[src/rtl/cpu_mem_pkg.sv]
`default_nettype none
// ==========================================================================
// cpu_mem_pkg : shared types/constants for the fetch/data memory arbiter
// Rev 1.0
// ==========================================================================
package cpu_mem_pkg;

   localparam int ADDR_W_DEFAULT = 10;
   localparam logic [3:0] BE_WORD = 4'hF;

   typedef enum logic [1:0] {
      ST_IDLE  = 2'd0,
      ST_ISSUE = 2'd1,
      ST_WAIT  = 2'd2,
      ST_RESP  = 2'd3
   } state_e;

   typedef enum logic {
      REQ_IF = 1'b0,
      REQ_D  = 1'b1
   } req_id_e;

endpackage
`default_nettype wire

[src/rtl/arb_pick.sv]
`default_nettype none
// ==========================================================================
// arb_pick : combinational winner select between fetch and data requests
// Build option ARB_ROUND_ROBIN_EN: alternate on ties. Rev 1.0
// ==========================================================================
module arb_pick
   import cpu_mem_pkg::*;
(
   input  logic    if_req,
   input  logic    d_req,
   input  req_id_e last_grant,
   output logic    pick_valid,
   output req_id_e pick_id
);

   always_comb begin
      pick_valid = if_req | d_req;
      pick_id    = REQ_D;
      if (if_req && !d_req) begin
         pick_id = REQ_IF;
      end else if (if_req && d_req) begin
`ifdef ARB_ROUND_ROBIN_EN
         pick_id = (last_grant == REQ_D) ? REQ_IF : REQ_D;
`else
         pick_id = REQ_D;
`endif
      end
   end

`ifndef ARB_ROUND_ROBIN_EN
   // Fixed priority never looks at the previous grant.
   logic unused_last;
   assign unused_last = (last_grant == REQ_D);
`endif

endmodule
`default_nettype wire

[src/rtl/mem_port_arbiter.sv]
`default_nettype none
// ==========================================================================
// mem_port_arbiter : shares one single-ported memory between fetch and data
// Build option ARB_ROUND_ROBIN_EN selects round-robin ties. Rev 1.0
// ==========================================================================
module mem_port_arbiter
   import cpu_mem_pkg::*;
#(
   parameter int ADDR_W  = ADDR_W_DEFAULT,
   parameter int MEM_LAT = 1
) (
   input  logic              clock,
   input  logic              reset_n,
   input  logic              if_req,
   input  logic [31:0]       if_addr,
   output logic              if_gnt,
   output logic              if_rvalid,
   output logic [31:0]       if_rdata,
   output logic              if_err,
   input  logic              d_req,
   input  logic              d_we,
   input  logic [3:0]        d_be,
   input  logic [31:0]       d_addr,
   input  logic [31:0]       d_wdata,
   output logic              d_gnt,
   output logic              d_rvalid,
   output logic [31:0]       d_rdata,
   output logic              d_err,
   output logic              mem_en,
   output logic              mem_we,
   output logic [3:0]        mem_be,
   output logic [ADDR_W-1:0] mem_addr,
   output logic [31:0]       mem_wdata,
   input  logic [31:0]       mem_rdata,
   output logic              busy
);

   localparam int CNT_W = $clog2(MEM_LAT + 1);

   state_e            state_q, state_d;
   req_id_e           owner_q, owner_d, last_q, last_d;
   logic              oob_q, oob_d, wr_q, wr_d;
   logic [CNT_W-1:0]  cnt_q, cnt_d;
   logic              if_gnt_q, if_gnt_d, if_rvalid_q, if_rvalid_d, if_err_q, if_err_d;
   logic              d_gnt_q, d_gnt_d, d_rvalid_q, d_rvalid_d, d_err_q, d_err_d;
   logic [31:0]       if_rdata_q, if_rdata_d, d_rdata_q, d_rdata_d;
   logic              mem_en_q, mem_en_d, mem_we_q, mem_we_d, busy_q, busy_d;
   logic [3:0]        mem_be_q, mem_be_d;
   logic [ADDR_W-1:0] mem_addr_q, mem_addr_d;
   logic [31:0]       mem_wdata_q, mem_wdata_d;

   logic        pick_valid;
   req_id_e     pick_id;
   logic [31:0] sel_addr;
   logic        sel_oob, sel_wr, rsp_fire;
   logic [31:0] rsp_data;

   arb_pick u_arb_pick (
      .if_req     (if_req),
      .d_req      (d_req),
      .last_grant (last_q),
      .pick_valid (pick_valid),
      .pick_id    (pick_id)
   );

   assign sel_addr = (pick_id == REQ_D) ? d_addr : if_addr;
   assign sel_oob  = |sel_addr[31:ADDR_W+2];
   assign sel_wr   = (pick_id == REQ_D) && d_we;

   // Byte lanes come from d_be only; the low address bits carry no meaning.
   logic unused_addr_lsb;
   assign unused_addr_lsb = ^{if_addr[1:0], d_addr[1:0]};

   always_comb begin
      state_d     = state_q;
      owner_d     = owner_q;
      last_d      = last_q;
      oob_d       = oob_q;
      wr_d        = wr_q;
      cnt_d       = cnt_q;
      if_gnt_d    = 1'b0;
      if_rvalid_d = 1'b0;
      if_rdata_d  = '0;
      if_err_d    = 1'b0;
      d_gnt_d     = 1'b0;
      d_rvalid_d  = 1'b0;
      d_rdata_d   = '0;
      d_err_d     = 1'b0;
      mem_en_d    = 1'b0;
      mem_we_d    = 1'b0;
      mem_be_d    = '0;
      mem_addr_d  = mem_addr_q;
      mem_wdata_d = mem_wdata_q;
      rsp_fire    = 1'b0;
      rsp_data    = (oob_q || wr_q) ? 32'h0 : mem_rdata;

      case (state_q)
         ST_IDLE, ST_RESP: begin
            if (pick_valid) begin
               state_d = ST_ISSUE;
               owner_d = pick_id;
               last_d  = pick_id;
               oob_d   = sel_oob;
               wr_d    = sel_wr;
               if (pick_id == REQ_IF) if_gnt_d = 1'b1;
               else                   d_gnt_d  = 1'b1;
               if (!sel_oob) begin
                  mem_en_d    = 1'b1;
                  mem_we_d    = sel_wr;
                  mem_be_d    = sel_wr ? d_be : BE_WORD;
                  mem_addr_d  = sel_addr[ADDR_W+1:2];
                  mem_wdata_d = (pick_id == REQ_D) ? d_wdata : 32'h0;
               end
            end else begin
               state_d = ST_IDLE;
            end
         end
         ST_ISSUE: begin
            // A rejected address skips WAIT so its error lands one cycle after gnt.
            if (oob_q) begin
               state_d  = ST_RESP;
               rsp_fire = 1'b1;
            end else begin
               state_d = ST_WAIT;
               cnt_d   = CNT_W'(MEM_LAT - 1);
            end
         end
         ST_WAIT: begin
            if (cnt_q == '0) begin
               state_d  = ST_RESP;
               rsp_fire = 1'b1;
            end else begin
               cnt_d = cnt_q - CNT_W'(1);
            end
         end
         default: state_d = ST_IDLE;
      endcase

      if (rsp_fire) begin
         if (owner_q == REQ_IF) begin
            if_rvalid_d = 1'b1;
            if_rdata_d  = rsp_data;
            if_err_d    = oob_q;
         end else begin
            d_rvalid_d = 1'b1;
            d_rdata_d  = rsp_data;
            d_err_d    = oob_q;
         end
      end
      busy_d = (state_d != ST_IDLE);
   end

   always_ff @(posedge clock or negedge reset_n) begin
      if (!reset_n) begin
         state_q     <= ST_IDLE;
         owner_q     <= REQ_IF;
         last_q      <= REQ_D;
         oob_q       <= 1'b0;
         wr_q        <= 1'b0;
         cnt_q       <= '0;
         if_gnt_q    <= 1'b0;
         if_rvalid_q <= 1'b0;
         if_rdata_q  <= '0;
         if_err_q    <= 1'b0;
         d_gnt_q     <= 1'b0;
         d_rvalid_q  <= 1'b0;
         d_rdata_q   <= '0;
         d_err_q     <= 1'b0;
         mem_en_q    <= 1'b0;
         mem_we_q    <= 1'b0;
         mem_be_q    <= '0;
         mem_addr_q  <= '0;
         mem_wdata_q <= '0;
         busy_q      <= 1'b0;
      end else begin
         state_q     <= state_d;
         owner_q     <= owner_d;
         last_q      <= last_d;
         oob_q       <= oob_d;
         wr_q        <= wr_d;
         cnt_q       <= cnt_d;
         if_gnt_q    <= if_gnt_d;
         if_rvalid_q <= if_rvalid_d;
         if_rdata_q  <= if_rdata_d;
         if_err_q    <= if_err_d;
         d_gnt_q     <= d_gnt_d;
         d_rvalid_q  <= d_rvalid_d;
         d_rdata_q   <= d_rdata_d;
         d_err_q     <= d_err_d;
         mem_en_q    <= mem_en_d;
         mem_we_q    <= mem_we_d;
         mem_be_q    <= mem_be_d;
         mem_addr_q  <= mem_addr_d;
         mem_wdata_q <= mem_wdata_d;
         busy_q      <= busy_d;
      end
   end

   assign if_gnt    = if_gnt_q;
   assign if_rvalid = if_rvalid_q;
   assign if_rdata  = if_rdata_q;
   assign if_err    = if_err_q;
   assign d_gnt     = d_gnt_q;
   assign d_rvalid  = d_rvalid_q;
   assign d_rdata   = d_rdata_q;
   assign d_err     = d_err_q;
   assign mem_en    = mem_en_q;
   assign mem_we    = mem_we_q;
   assign mem_be    = mem_be_q;
   assign mem_addr  = mem_addr_q;
   assign mem_wdata = mem_wdata_q;
   assign busy      = busy_q;

endmodule
`default_nettype wire

[config.mk]
export PLATFORM = sky130hd
export DESIGN_NAME = mem_port_arbiter
export DESIGN_NICKNAME = d
export VERILOG_FILES = /design/src/rtl/cpu_mem_pkg.sv /design/src/rtl/arb_pick.sv /design/src/rtl/mem_port_arbiter.sv
export SDC_FILE = /design/constraint.sdc
export NUM_CORES = 1
export LEC_CHECK = 0
export ABC_AREA = 1
export ABC_CLOCK_PERIOD_IN_PS = 1600
export CAP_MARGIN = 20
export CELL_PAD_IN_SITES_DETAIL_PLACEMENT = 1
export CELL_PAD_IN_SITES_GLOBAL_PLACEMENT = 1
export CORE_MARGIN = 3
export CORE_UTILIZATION = 25
export CTS_CLUSTER_DIAMETER = 100
export DETAILED_ROUTE_END_ITERATION = 10
export MAX_ROUTING_LAYER = met4
export PLACE_DENSITY = 0.87
export SLEW_MARGIN = 20
export SYNTH_ARGS = -nofsm -noshare
export SYNTH_HDL_FRONTEND = slang
export SYNTH_SLANG_ARGS = --single-unit
[constraint.sdc]
create_clock -name clock -period 1.6 [get_ports clock]
set_input_delay 0.4 -clock clock [delete_from_list [all_inputs] [get_ports clock]]
set_output_delay 0.4 -clock clock [all_outputs]
set_load 0.02 [all_outputs]
# Yosys cells after proc, flatten, opt, wreduce, memory -nomap -nowiden
# Index checks and enable logic that the tools add are counted.
# word_totals
regBits	125
latch_bits	0
ramBits	0
mem_bits_ro	0
inputBits	137
output_inout_bits	119
memories	0
# op_classes
add_sub_neg	1
mul	0
div	0
magnitude_cmp	0
eq_ne	4
shift	0
n_mux	41
bitwise_logic	2
n_reduce_logical	12
# op_table
operator	n
2-to-1 mux 32 bit	7
2-to-1 mux 1 bit	26
OR reduction 20 bit	1
2-to-1 mux 4 bit	4
one-hot mux 2 bit (3 select lines)	1
== test 2 bit, second input constant	2
one-hot mux 1 bit (2 select lines)	2
AND reduction 2 bit	2
nonzero test 2 bit	2
AND reduction 3 bit	1
== test 2 x 1 -> 1 bit, second input constant	1
logical AND 1 bit	2
zero test 2 bit	1
2-to-1 mux 2 bit	1
inequality test 2 bit, second input constant	1
OR reduction 2 bit	1
zero test 1 bit	1
logical OR 1 bit	1
NOT 1 bit	1
bitwise OR 1 bit	1
subtractor 1 bit, second input constant	1

# Logic depth before layout (Yosys ltp)
# depth
depth_word	8
depth_mapped	11

# By module
# From an unflattened synthesis, not the netlist that was laid out.
# unflattened
hier_cells	471
hier_area_um2	4615.7
# modules_own_cells
module	n_inst	cells_per_inst	area_per_inst_um2	seq_area_each_um2
mem_port_arbiter	1	467	4600.7	3129.3
arb_pick	1	4	15.0	0.0

# Least setup slack after synthesis
# No wires, ideal clock.
# synth_path
path_kind	reg-to-reg
from	register state_q[0]
to	register mem_addr_q[4] (netlist: mem_addr[4])
setup_ns	0.117
t_arrival_ns	1.460
slack_ns	0.023
stages_incl_launch_ff	10
n_path_buf	2
synth_period_minus_slack_ns	1.577
path_cell_list	dfrtp_1 -> inv_1 -> ha_1 -> inv_1 -> nor2_2 -> nand3_2 -> buf_6 -> buf_6 -> nand2_1 -> nand2_1
# synth_between
elab_chain_cells	3
elab_cells_between_ends	4
# synth_lines
element	line	text
from (decl)	mem_port_arbiter.sv:40	state_e state_q, state_d;
from (signal assigned)	mem_port_arbiter.sv:176	state_q <= state_d;
== test 2 bit or zero test 2 bit (tied branches)	--	
OR reduction 2 bit *	mem_port_arbiter.sv:97	case (state_q)
AND reduction 3 bit (no line) *	--	
to (signal assigned)	mem_port_arbiter.sv:193	mem_addr_q <= mem_addr_d;
to (decl)	mem_port_arbiter.sv:49	logic [ADDR_W-1:0] mem_addr_q, mem_addr_d;
# Every way passes the cells marked *; elsewhere a longest branch is shown, timed or not.
# A chain may end at the register's enable or synchronous reset.

# Final worst setup path
# layout_path
from	register state_q[1]
to	register mem_wdata_q[3] (netlist: mem_wdata[3])
# layout_between
elab_chain_cells	3
elab_cells_between_ends	4
# layout_lines
element	line	text
== test 2 bit or zero test 2 bit (tied branches)	--	
OR reduction 2 bit *	mem_port_arbiter.sv:97	
AND reduction 3 bit (no line) *	--	
to (signal assigned)	mem_port_arbiter.sv:194	mem_wdata_q <= mem_wdata_d;
to (decl)	mem_port_arbiter.sv:50	logic [31:0] mem_wdata_q, mem_wdata_d;
# Marks and branches as above.

==> results by group <==
Yosys
  • Compound-Gate Fraction of Synth Area: 0.304%
  • Largest family of logic cells by synthesized area: simple AND/OR/NAND/NOR gates
  • Post-synth net total: 700
  • Adder-cell share of the synthesized area: 0.506%
  • Mux cell area share after synthesis: 0%
  • Ys Warns: 0
  • Sequential-to-total area share from yosys stat: 62.8%
  • Fraction of post-synthesis cell area in the top cell type by area: 62.8%
  • Gate count of the mapped netlist: 561
  • Area leader, netlist: dfrtp_1
  • Synth Area in XOR/XNOR: 0%
  • Avg Cell Area, Syn: 8.81 um^2
  • Cell variety after synth: 19
  • Yosys reg bits: 124
  • Synth top area cells: dfrtp_1, nand2_1, nor2_1, nand4_1, inv_1
  • Syn Std Cell Area: 4940 um^2
  • Area share of and/or/nand/nor cells after synthesis: 29.5%

STA
  • Final Cycle Share: 99.0%
  • Period minus WS final: 1.58 ns
  • Relative slew margins: 79.8%
  • Clk_skew: 0.00752 ns
  • Max Clock Freq: 0.631 GHz
  • Max-slew violations: 0
  • RSZ-0062 raised after global routing: true
  • Final Setup Violations: 0
  • Slew @ Worst Pin: 0.303 ns
  • Final hold vios: 0
  • Final WS setup: 0.0161 ns

Clocking
  • Root Buffer: clkbuf_16
  • TritonCTS clock tree: built
  • Clk pin slew, worst setup/hold paths: 0.06 ns
  • Clock buffer count from CTS: 17
  • Post-CTS Setup Bufs: 0
  • CTS Sinks: 124
  • H-Tree Depth: 4
  • Longest Clk Path Bufs: 2
  • Worst skew pair latency: 0.42 ns

Floorplan
  • Die Area: 21500 um^2
  • Core box area: 19100 um^2
  • Boundary pin count: 256
  • Die X: 147 um
  • Initial Util: 25.9%
  • Die height: 147 um
  • Cell Rows: 50

Finish
  • Commonest non-fill, non-tap cell in the layout: nand2_1
  • Syn-to-layout area delta: 74.8%
  • Layout Nets: 970
  • Layout cell share with drive strength beyond 1: 10.1%
  • Most frequent cells in the layout: nand2_1, clkdlybuf4s50_1, nor2_1, dfrtp_1, dlygate4sd2_1
  • Final Non-Filler Cells: 1106

Critical path
  • CP required: 1.90 ns
  • WP data arrival: 1.89 ns
  • Crit path kind: flip-flop to flip-flop
  • Crit end category: flip-flop
  • Startpoint Class: flip-flop
  • Reg2reg setup slack: 0.02 ns
  • Crit path max fanout: 23

Power
  • Leakage power: 4.69 nW
  • Power Dens Cells: 1150 nW/um^2
  • VDD IR max: 0.698 mV

GRT
  • First-pass GRT wire length: 29200 um
  • Initial antenna violation count: 2
  • Largest net degree at the start of global routing: 48
  • GRT Overall Usage: 17.9%
  • Vias in the first global route: 5318
  • Grt ovf: 0

Drt
  • Total Wirelength: 19200 um
  • Final ANT Viol Nets: 0
  • Vias per cell: 4.38
  • DRC: 0
  • Via count: 4841
  • Iter 0 DRT Violations: 133
  • Routed wire per std cell: 17.4 um
  • TritonRoute pass-1 iters: 4

Placement
  • Final HPWL DP: 13700 um
  • Port buffer count: 251
  • # placed instances: 1069
  • Setup WS pre-CTS: -0.431 ns
  • GP Congestion: 0.791

Worst hold path
  • Hold Path Class: input pin to flip-flop

Run status
  • Outcome: finished clean

Flow run
  • Max Cap Viol: 0
## state kept, by name (all words and copies together) (netlist names)
| name | count |
|---|---|
| d_gnt | 1 |
| mem_wdata | 32 |
| d_err | 1 |
| busy | 1 |
| owner_q | 1 |
| d_rdata | 32 |
| if_rdata | 32 |
| if_rvalid | 1 |
| mem_we | 1 |
| wr_q | 1 |
| mem_be | 4 |
| oob_q | 1 |
| mem_addr | 10 |
| state_q | 2 |
| d_rvalid | 1 |
| mem_en | 1 |
| if_err | 1 |
| if_gnt | 1 |
## area by class of cell
class | count | area, um^2
sequential | 124 | 3100
fill | 2231 | 10400
timing repair buffer | 283 | 2810
antenna | 2 | 5.00
clock inverter | 14 | 231
multi-input combinational | 358 | 1560
tap | 260 | 325
inverter | 47 | 179
clock buffer | 18 | 429
## cell families (layout without fill, tap and decap cells)
family | Yosys count | count (layout)
AO/OA/AOI/OAI | 3 | 3
adder cells (fa/ha/maj) | 2 | 2
buffers and inverters | 79 | 362
flip-flops | 124 | 124
other | 0 | 2
AND/OR/NAND/NOR | 353 | 353
## cell usage after synthesis
| cell type | n |
|---|---|
| buf_1 | 2 |
| and2_1 | 1 |
| a21oi_1 | 2 |
| nand3_2 | 1 |
| clkbuf_1 | 14 |
| nand2_2 | 3 |
| dfrtp_1 | 124 |
| nand4_1 | 42 |
| ha_1 | 2 |
| buf_6 | 4 |
| nor2_1 | 135 |
| nor2_2 | 1 |
| o21ai_0 | 1 |
| nor3_1 | 5 |
| inv_1 | 41 |
| buf_2 | 12 |
| and2_0 | 1 |
| nand2_1 | 164 |
| inv_2 | 6 |
## report_power, final
part / switching (mW) / internal (mW)
Sequential: 0.0671 / 3.25
Clock: 1.55 / 2.81
Combinational: 1.26 / 0.967
Total: 2.87 / 7.02
## per-stage QoR
stage	cell area (um^2)	hold WS (ns)	power, mW	TNS, ns	utilization, %
after floorplan	4940	0.104	4.19	0	-
after CTS	8540	0.417	10.0	0	44.8
after detailed placement	7990	0.305	5.48	-20.09	41.9
after global placement	7990	0.305	5.44	-18.72	41.9
after global routing	8640	0.432	10.4	-2.64	45.3
final	8640	0.420	9.90	0	45.3
## path summary, 6_finish.rpt
path                        startpoint            to  cells after the start
setup / recovery            state_q[1]  mem_wdata[3]                      7
hold / removal                   d_req          busy                      4
setup reg to reg            state_q[1]  mem_wdata[3]                      7
hold reg to reg            mem_addr[7]   mem_addr[7]                      2
max in group asynchronous      reset_n   d_rdata[28]                      3
min in group asynchronous      reset_n  if_rdata[13]                      2
## worst max-delay path: stages, from the launching register on
cell       delay (ns)
dfrtp_1          0.41
ha_4             0.30
inv_2            0.05
nor2_4           0.21
nand3_4          0.14
clkbuf_16        0.22
nand2_1          0.07
nand2_1          0.05
## metal layers
| metal | global-route usage [%] | wire (um) | vias up |
|---|---|---|---|
| met5 | - | 0 | - |
| met4 | 5.93 | 345 | 0 |
| met3 | 5.37 | 1130 | 26 |
| met2 | 32.0 | 10200 | 184 |
| met1 | 18.9 | 7570 | 2370 |
| li1 | - | - | 2261 |
## repair_timing
| item | 4_1_cts | 5_1_grt |
|---|---|---|
| resized for setup | 128 | 14 |
| pin swaps | 1 | 2 |
| hold endpoints to repair | 13 | 0 |
| hold buffers | 1 | 0 |
| cloned | 0 | 2 |
| endpoints found under the setup margin | 159 | 88 |
Note: power is estimated with default switching activity, not from simulation.
